### config.mk
export PLATFORM = sky130hd
export DESIGN_NAME = ahb_lite_master_flat
export DESIGN_NICKNAME = d
export VERILOG_FILES = /design/src/rtl/ahb_lite_pkg.sv /design/src/rtl/ahb_lite_master_if.sv /design/src/rtl/ahb_lite_align_chk.sv /design/src/rtl/ahb_lite_master.sv /design/src/flat_wrapper.sv
export SDC_FILE = /design/constraint.sdc
export NUM_CORES = 1
export LEC_CHECK = 0
export ABC_AREA = 1
export CAP_MARGIN = 20
export CORE_AREA = 4 4 154 97
export CTS_BUF_LIST = sky130_fd_sc_hd__clkbuf_4 sky130_fd_sc_hd__clkbuf_8
export DETAILED_ROUTE_END_ITERATION = 12
export DIE_AREA = 0 0 158 101
export PLACE_DENSITY = 0.77
export SYNTH_ARGS = -nofsm -noshare
export SYNTH_HDL_FRONTEND = slang
export SYNTH_HIERARCHICAL = 1
export SYNTH_SLANG_ARGS = --single-unit
### constraint.sdc
create_clock -name clk -period 1.3 [get_ports clk]
set_input_delay 0.13 -clock clk [delete_from_list [all_inputs] [get_ports clk]]
set_output_delay 0.13 -clock clk [all_outputs]
set_load 0.05 [all_outputs]
### src/rtl/ahb_lite_pkg.sv
// Shared AHB-Lite encodings and the pipeline entry type used by the
// single-master initiator and any slave reusing the alignment checker.
package ahb_lite_pkg;

    typedef enum logic [1:0] {
        HTRANS_IDLE   = 2'b00,
        HTRANS_BUSY   = 2'b01,
        HTRANS_NONSEQ = 2'b10,
        HTRANS_SEQ    = 2'b11
    } htrans_e;

    localparam logic [2:0] HSIZE_BYTE = 3'd0;
    localparam logic [2:0] HSIZE_HALF = 3'd1;
    localparam logic [2:0] HSIZE_WORD = 3'd2;

    localparam logic [2:0] HBURST_SINGLE = 3'b000;
    localparam logic [3:0] HPROT_DEFAULT = 4'b0011;
    localparam logic       HRESP_OKAY    = 1'b0;
    localparam logic       HRESP_ERROR   = 1'b1;

    typedef struct packed {
        logic        valid;
        logic        write;
        logic [31:0] addr;
        logic [2:0]  size;
        logic [31:0] wdata;
        logic        bad;
    } entry_t;

endpackage

### src/rtl/ahb_lite_master_if.sv
// AHB-Lite bus signals between the initiator and the decoder/response mux.
interface ahb_lite_master_if;

    logic [31:0] HADDR;
    logic [1:0]  HTRANS;
    logic        HWRITE;
    logic [2:0]  HSIZE;
    logic [2:0]  HBURST;
    logic [3:0]  HPROT;
    logic        HMASTLOCK;
    logic [31:0] HWDATA;
    logic [31:0] HRDATA;
    logic        HREADY;
    logic        HRESP;

    modport master (
        output HADDR, HTRANS, HWRITE, HSIZE, HBURST, HPROT, HMASTLOCK, HWDATA,
        input  HRDATA, HREADY, HRESP
    );

    modport slave (
        input  HADDR, HTRANS, HWRITE, HSIZE, HBURST, HPROT, HMASTLOCK, HWDATA,
        output HRDATA, HREADY, HRESP
    );

endinterface

### src/rtl/ahb_lite_align_chk.sv
// Flags a transfer that cannot go on the bus: unsupported size or an
// address not aligned to its size. Only the two low address bits matter.
module ahb_lite_align_chk
    import ahb_lite_pkg::*;
(
    input  logic [1:0] addr,
    input  logic [2:0] size,
    output logic       bad
);

    always_comb begin
        bad = 1'b1;
        case (size)
            HSIZE_BYTE: bad = 1'b0;
            HSIZE_HALF: bad = addr[0];
            HSIZE_WORD: bad = |addr;
            default:    bad = 1'b1;
        endcase
    end

endmodule

### src/rtl/ahb_lite_master.sv
// AHB-Lite initiator: valid/ready commands become pipelined SINGLE transfers
// with one in-order response per command, including locally rejected ones.
module ahb_lite_master
    import ahb_lite_pkg::*;
(
    input  logic                     clk,
    input  logic                     reset,
    input  logic                     cmd_valid,
    output logic                     cmd_ready,
    input  logic                     cmd_write,
    input  logic [31:0]              cmd_addr,
    input  logic [2:0]               cmd_size,
    input  logic [31:0]              cmd_wdata,
    output logic                     rsp_valid,
    output logic [31:0]              rsp_rdata,
    output logic                     rsp_err,
    ahb_lite_master_if.master        bus
);

    entry_t      ap_p0;
    logic        dp_vld_p1;
    logic        dp_write_p1;
    logic        dp_bad_p1;
    logic [31:0] dp_wdata_p1;
    logic        cmd_bad;
    logic        accept;
    logic        complete;

    function automatic logic [31:0] rsp_data(input logic        write,
                                             input logic        bad,
                                             input logic        resp,
                                             input logic [31:0] rdata);
        return (!write && !bad && (resp == HRESP_OKAY)) ? rdata : 32'd0;
    endfunction

    ahb_lite_align_chk u_align_chk (
        .addr (cmd_addr[1:0]),
        .size (cmd_size),
        .bad  (cmd_bad)
    );

    assign cmd_ready = bus.HREADY;
    assign accept    = cmd_valid && bus.HREADY;
    assign complete  = bus.HREADY && dp_vld_p1;

    always_ff @(posedge clk) begin
        if (reset) begin
            ap_p0       <= '0;
            dp_vld_p1   <= 1'b0;
            dp_write_p1 <= 1'b0;
            dp_bad_p1   <= 1'b0;
            dp_wdata_p1 <= '0;
            rsp_valid   <= 1'b0;
            rsp_err     <= 1'b0;
            rsp_rdata   <= '0;
        end else begin
            // response stage: data phase retires on HREADY
            rsp_valid <= complete;
            if (complete) begin
                rsp_err   <= dp_bad_p1 | (bus.HRESP == HRESP_ERROR);
                rsp_rdata <= rsp_data(dp_write_p1, dp_bad_p1, bus.HRESP, bus.HRDATA);
            end else begin
                rsp_err   <= 1'b0;
                rsp_rdata <= '0;
            end

            // address phase -> data phase
            if (bus.HREADY) begin
                dp_vld_p1   <= ap_p0.valid;
                dp_write_p1 <= ap_p0.write;
                dp_bad_p1   <= ap_p0.bad;
                dp_wdata_p1 <= ap_p0.wdata;
                if (accept) begin
                    ap_p0 <= '{valid: 1'b1, write: cmd_write, addr: cmd_addr,
                               size: cmd_size, wdata: cmd_wdata, bad: cmd_bad};
                end else begin
                    ap_p0.valid <= 1'b0;
                end
            end else if ((bus.HRESP == HRESP_ERROR) && dp_vld_p1 && ap_p0.valid) begin
                // first ERROR cycle: withdraw the pending address so E2 shows IDLE
                ap_p0.bad <= 1'b1;
            end
        end
    end

    assign bus.HTRANS    = (ap_p0.valid && !ap_p0.bad) ? HTRANS_NONSEQ : HTRANS_IDLE;
    assign bus.HADDR     = ap_p0.addr;
    assign bus.HWRITE    = ap_p0.write;
    assign bus.HSIZE     = ap_p0.size;
    assign bus.HWDATA    = dp_wdata_p1;
    assign bus.HBURST    = HBURST_SINGLE;
    assign bus.HPROT     = HPROT_DEFAULT;
    assign bus.HMASTLOCK = 1'b0;

endmodule

### src/flat_wrapper.sv
// flat-port wrapper written by rule: the top's interface ports become plain ports
module ahb_lite_master_flat import ahb_lite_pkg::*;
  (clk, reset, cmd_valid, cmd_ready, cmd_write, cmd_addr, cmd_size, cmd_wdata, rsp_valid, rsp_rdata, rsp_err, bus_HADDR, bus_HTRANS, bus_HWRITE, bus_HSIZE, bus_HBURST, bus_HPROT, bus_HMASTLOCK, bus_HWDATA, bus_HRDATA, bus_HREADY, bus_HRESP);
  ahb_lite_master_if bus_i ();
  input  logic clk;
  input  logic reset;
  input  logic cmd_valid;
  output logic cmd_ready;
  input  logic cmd_write;
  input  logic [31:0] cmd_addr;
  input  logic [2:0] cmd_size;
  input  logic [31:0] cmd_wdata;
  output logic rsp_valid;
  output logic [31:0] rsp_rdata;
  output logic rsp_err;
  output wire logic [$bits(bus_i.HADDR)-1:0] bus_HADDR;
  output wire logic [$bits(bus_i.HTRANS)-1:0] bus_HTRANS;
  output wire logic [$bits(bus_i.HWRITE)-1:0] bus_HWRITE;
  output wire logic [$bits(bus_i.HSIZE)-1:0] bus_HSIZE;
  output wire logic [$bits(bus_i.HBURST)-1:0] bus_HBURST;
  output wire logic [$bits(bus_i.HPROT)-1:0] bus_HPROT;
  output wire logic [$bits(bus_i.HMASTLOCK)-1:0] bus_HMASTLOCK;
  output wire logic [$bits(bus_i.HWDATA)-1:0] bus_HWDATA;
  input wire logic [$bits(bus_i.HRDATA)-1:0] bus_HRDATA;
  input wire logic [$bits(bus_i.HREADY)-1:0] bus_HREADY;
  input wire logic [$bits(bus_i.HRESP)-1:0] bus_HRESP;
  assign bus_HADDR = bus_i.HADDR;
  assign bus_HTRANS = bus_i.HTRANS;
  assign bus_HWRITE = bus_i.HWRITE;
  assign bus_HSIZE = bus_i.HSIZE;
  assign bus_HBURST = bus_i.HBURST;
  assign bus_HPROT = bus_i.HPROT;
  assign bus_HMASTLOCK = bus_i.HMASTLOCK;
  assign bus_HWDATA = bus_i.HWDATA;
  assign bus_i.HRDATA = bus_HRDATA;
  assign bus_i.HREADY = bus_HREADY;
  assign bus_i.HRESP = bus_HRESP;
  ahb_lite_master u_core (.clk(clk), .reset(reset), .cmd_valid(cmd_valid), .cmd_ready(cmd_ready), .cmd_write(cmd_write), .cmd_addr(cmd_addr), .cmd_size(cmd_size), .cmd_wdata(cmd_wdata), .rsp_valid(rsp_valid), .rsp_rdata(rsp_rdata), .rsp_err(rsp_err), .bus(bus_i));
endmodule
==> out/qor.csv <==
metric,value,unit
antenna_cells,0,
synth_area,5170,um2
drt_iter0_drc,182,
area_growth,67.86,%
grt_max_degree,59,
clkLatencyLatePin,0.43,ns
ys_warn_count,6,
first_global_vias,4343,
hold_violations,0,
cts_resized,2,
wl,14870,um
worstHoldPathType,in -> reg,
cpPeakStageDelay,0.31,ns
placed_cells,952,
crit_path_top_delay_cell,dfxtp_1,
cp-end-kind,output port,
cp.required,1.17,ns
die_h,101,um
root_buffer,clkbuf_8,
worstSetupPathType,reg -> out,
fill_cells,1088,
gp_congestion,0.7827,
fin_setup_tns,0,ns
ys_ff_latch,139,
arrival,1.07,ns
first_pass_iters,4,
worstPathCellList,inv_1 > nor2_2 > buf_12,
wire_per_inst,15.14,um
synth_top_area_share,53.82,%
fmax,0.8345,GHz
ant_nets,0,
antenna_found_initial,1,
dp_hpwl,11070,um
fin_util,64.67,%
die_w,158,um
status,completed,
seq_area,2783,um2
initial_utilization,38.53,%
power.leakage,3.582,nW
synth_flop_cell,dfxtp_1,
yosysTopAreaCell,dfxtp_1,
rsz0062_at_grt,yes,
slew_viol_final,0,
port_buffers,208,
r2r_slack,0.19,ns
vias,4406,
holdBufCountCts,0,
avgSynthCellArea,8.246,um2
ctsHtreeMaxLevel,4,
fin_cells,982,
cp-start-kind,flop,
syn_inst,627,
ys_seq_area_share,53.82,%
cts_buffers,17,
track_usage,18.30,%
setup_viol,0,
nets,901,
synth_edf_count,0,
die_area,15960,um2
maxCapViolations,0,
drc,0,
post-route-period-util,92.18,%
cts_setup_buffers,0,
cts.sinks,139,
tritoncts,yes,
grt_overflow,0,
total_power,10.46,mW
synthArstFlopShare,0,%
rows,33,
skew,0.01430,ns
synth_area_leaders,"dfxtp_1, nor2_1, o21ai_0, buf_4, nor3_2",
synth_most_common_cell,nor2_1,
ioPinCount,218,
core,13420,um2
crit_fanout,3,
multi_input_area,1722,um2
fin_worst_hold_slack,0.2208,ns
synth_common_cells,"nor2_1, dfxtp_1, o21ai_0",
cts.clk_slew.worst_paths,0.09,ns
vias_per_cell,4.487,
grt_pass1_wl,22510,um
powerDensity,1205,nW/um2
min_period,1.198,ns
drive_gt1_share,23.17,%
synth_cell_types,18,
cts_buffer_depth,2,
ir_drop,0.6915,mV
[critical path: cells and delay by family, from the launching register on]
kind / cells / cell delay [ns]
flip-flops: 1 / 0.31
buffers and inverters: 2 / 0.21
AND/OR/NAND/NOR: 1 / 0.13
[sequential cells by signal, summed over array words and instances, names as in the netlist]
signal,flops
u_core/bus.HADDR,32
u_core/bus.HWRITE,1
u_core/dp_vld_p1,1
u_core/dp_bad_p1,1
u_core/rsp_err,1
u_core/bus.HWDATA,32
u_core/ap_p0,34
u_core/rsp_valid,1
u_core/rsp_rdata,32
u_core/bus.HSIZE,3
u_core/dp_write_p1,1
[per-stage QoR]
step | worst slack [ns] | cell area [um2]
3_3_place_gp | -0.1656 | 8253
3_5_place_dp | -0.2979 | 8253
4_1_cts | 0.0001179 | 8673
6_report | 0.1017 | 8678
2_1_floorplan | 0.1884 | 5196
5_1_grt | -0.009975 | 8678
[cell usage in the layout (no fill, tap or decap)]
master,n
nor3_1,4
nand2_1,8
o21ai_0,99
clkdlybuf4s50_1,103
clkinv_4,2
inv_6,4
buf_4,8
o21ai_1,4
nor2_1,208
conb_1,9
a21oi_1,4
bufinv_16,3
inv_1,40
dfxtp_1,139
dlymetal6s2s_1,1
buf_12,113
clkinvlp_4,3
inv_2,3
nor3_2,28
nand3_1,1
nor2_2,1
clkbuf_8,18
nand2_2,2
nand3_4,1
buf_8,1
[per-layer routing]
| metal | track usage [%] | vias up | routed length [um] |
|---|---|---|---|
| met5 | 0 | - | 12 |
| met1 | 21.64 | 1989 | 6268 |
| met3 | 10.12 | 13 | 1686 |
| met4 | 4.849 | 2 | 137 |
| li1 | - | 2239 | - |
| met2 | 29.00 | 163 | 6767 |
[power breakdown]
group,switching [mW],internal (mW)
clock network,1.71,1.96
logic,1.09,1.04
registers,0.186,4.48
[path summary, 6_finish.rpt]
kind,startpoint,end,cells past startpoint
worst max register to register,u_core/dp_bad_p1,u_core/rsp_rdata[7],4
worst min register to register,u_core/dp_write_p1,u_core/dp_write_p1,2
worst max-delay path,u_core/ap_p0[69],bus_HTRANS[1],3
worst min-delay path,bus_HRDATA[19],u_core/rsp_rdata[19],3
[layout make-up]
cell class / count / area share, %
Inverter: 43 / 1.860
Clock inverter: 12 / 1.903
Clock buffer: 18 / 2.855
Tap cell: 175 / 2.523
Sequential cell: 139 / 32.06
Timing Repair Buffer: 226 / 38.96
Multi-Input combinational cell: 369 / 19.84
[kinds of logic after synthesis]
logic type,count (synthesis),share of synthesized area [%]
AND/OR/NAND/NOR,253,22.19
flip-flops,139,53.82
buffers and inverters,126,13.48
AO/OA/AOI/OAI,107,10.36
other,2,0.1453
No activity file was read; power rests on OpenSTA's default activity.
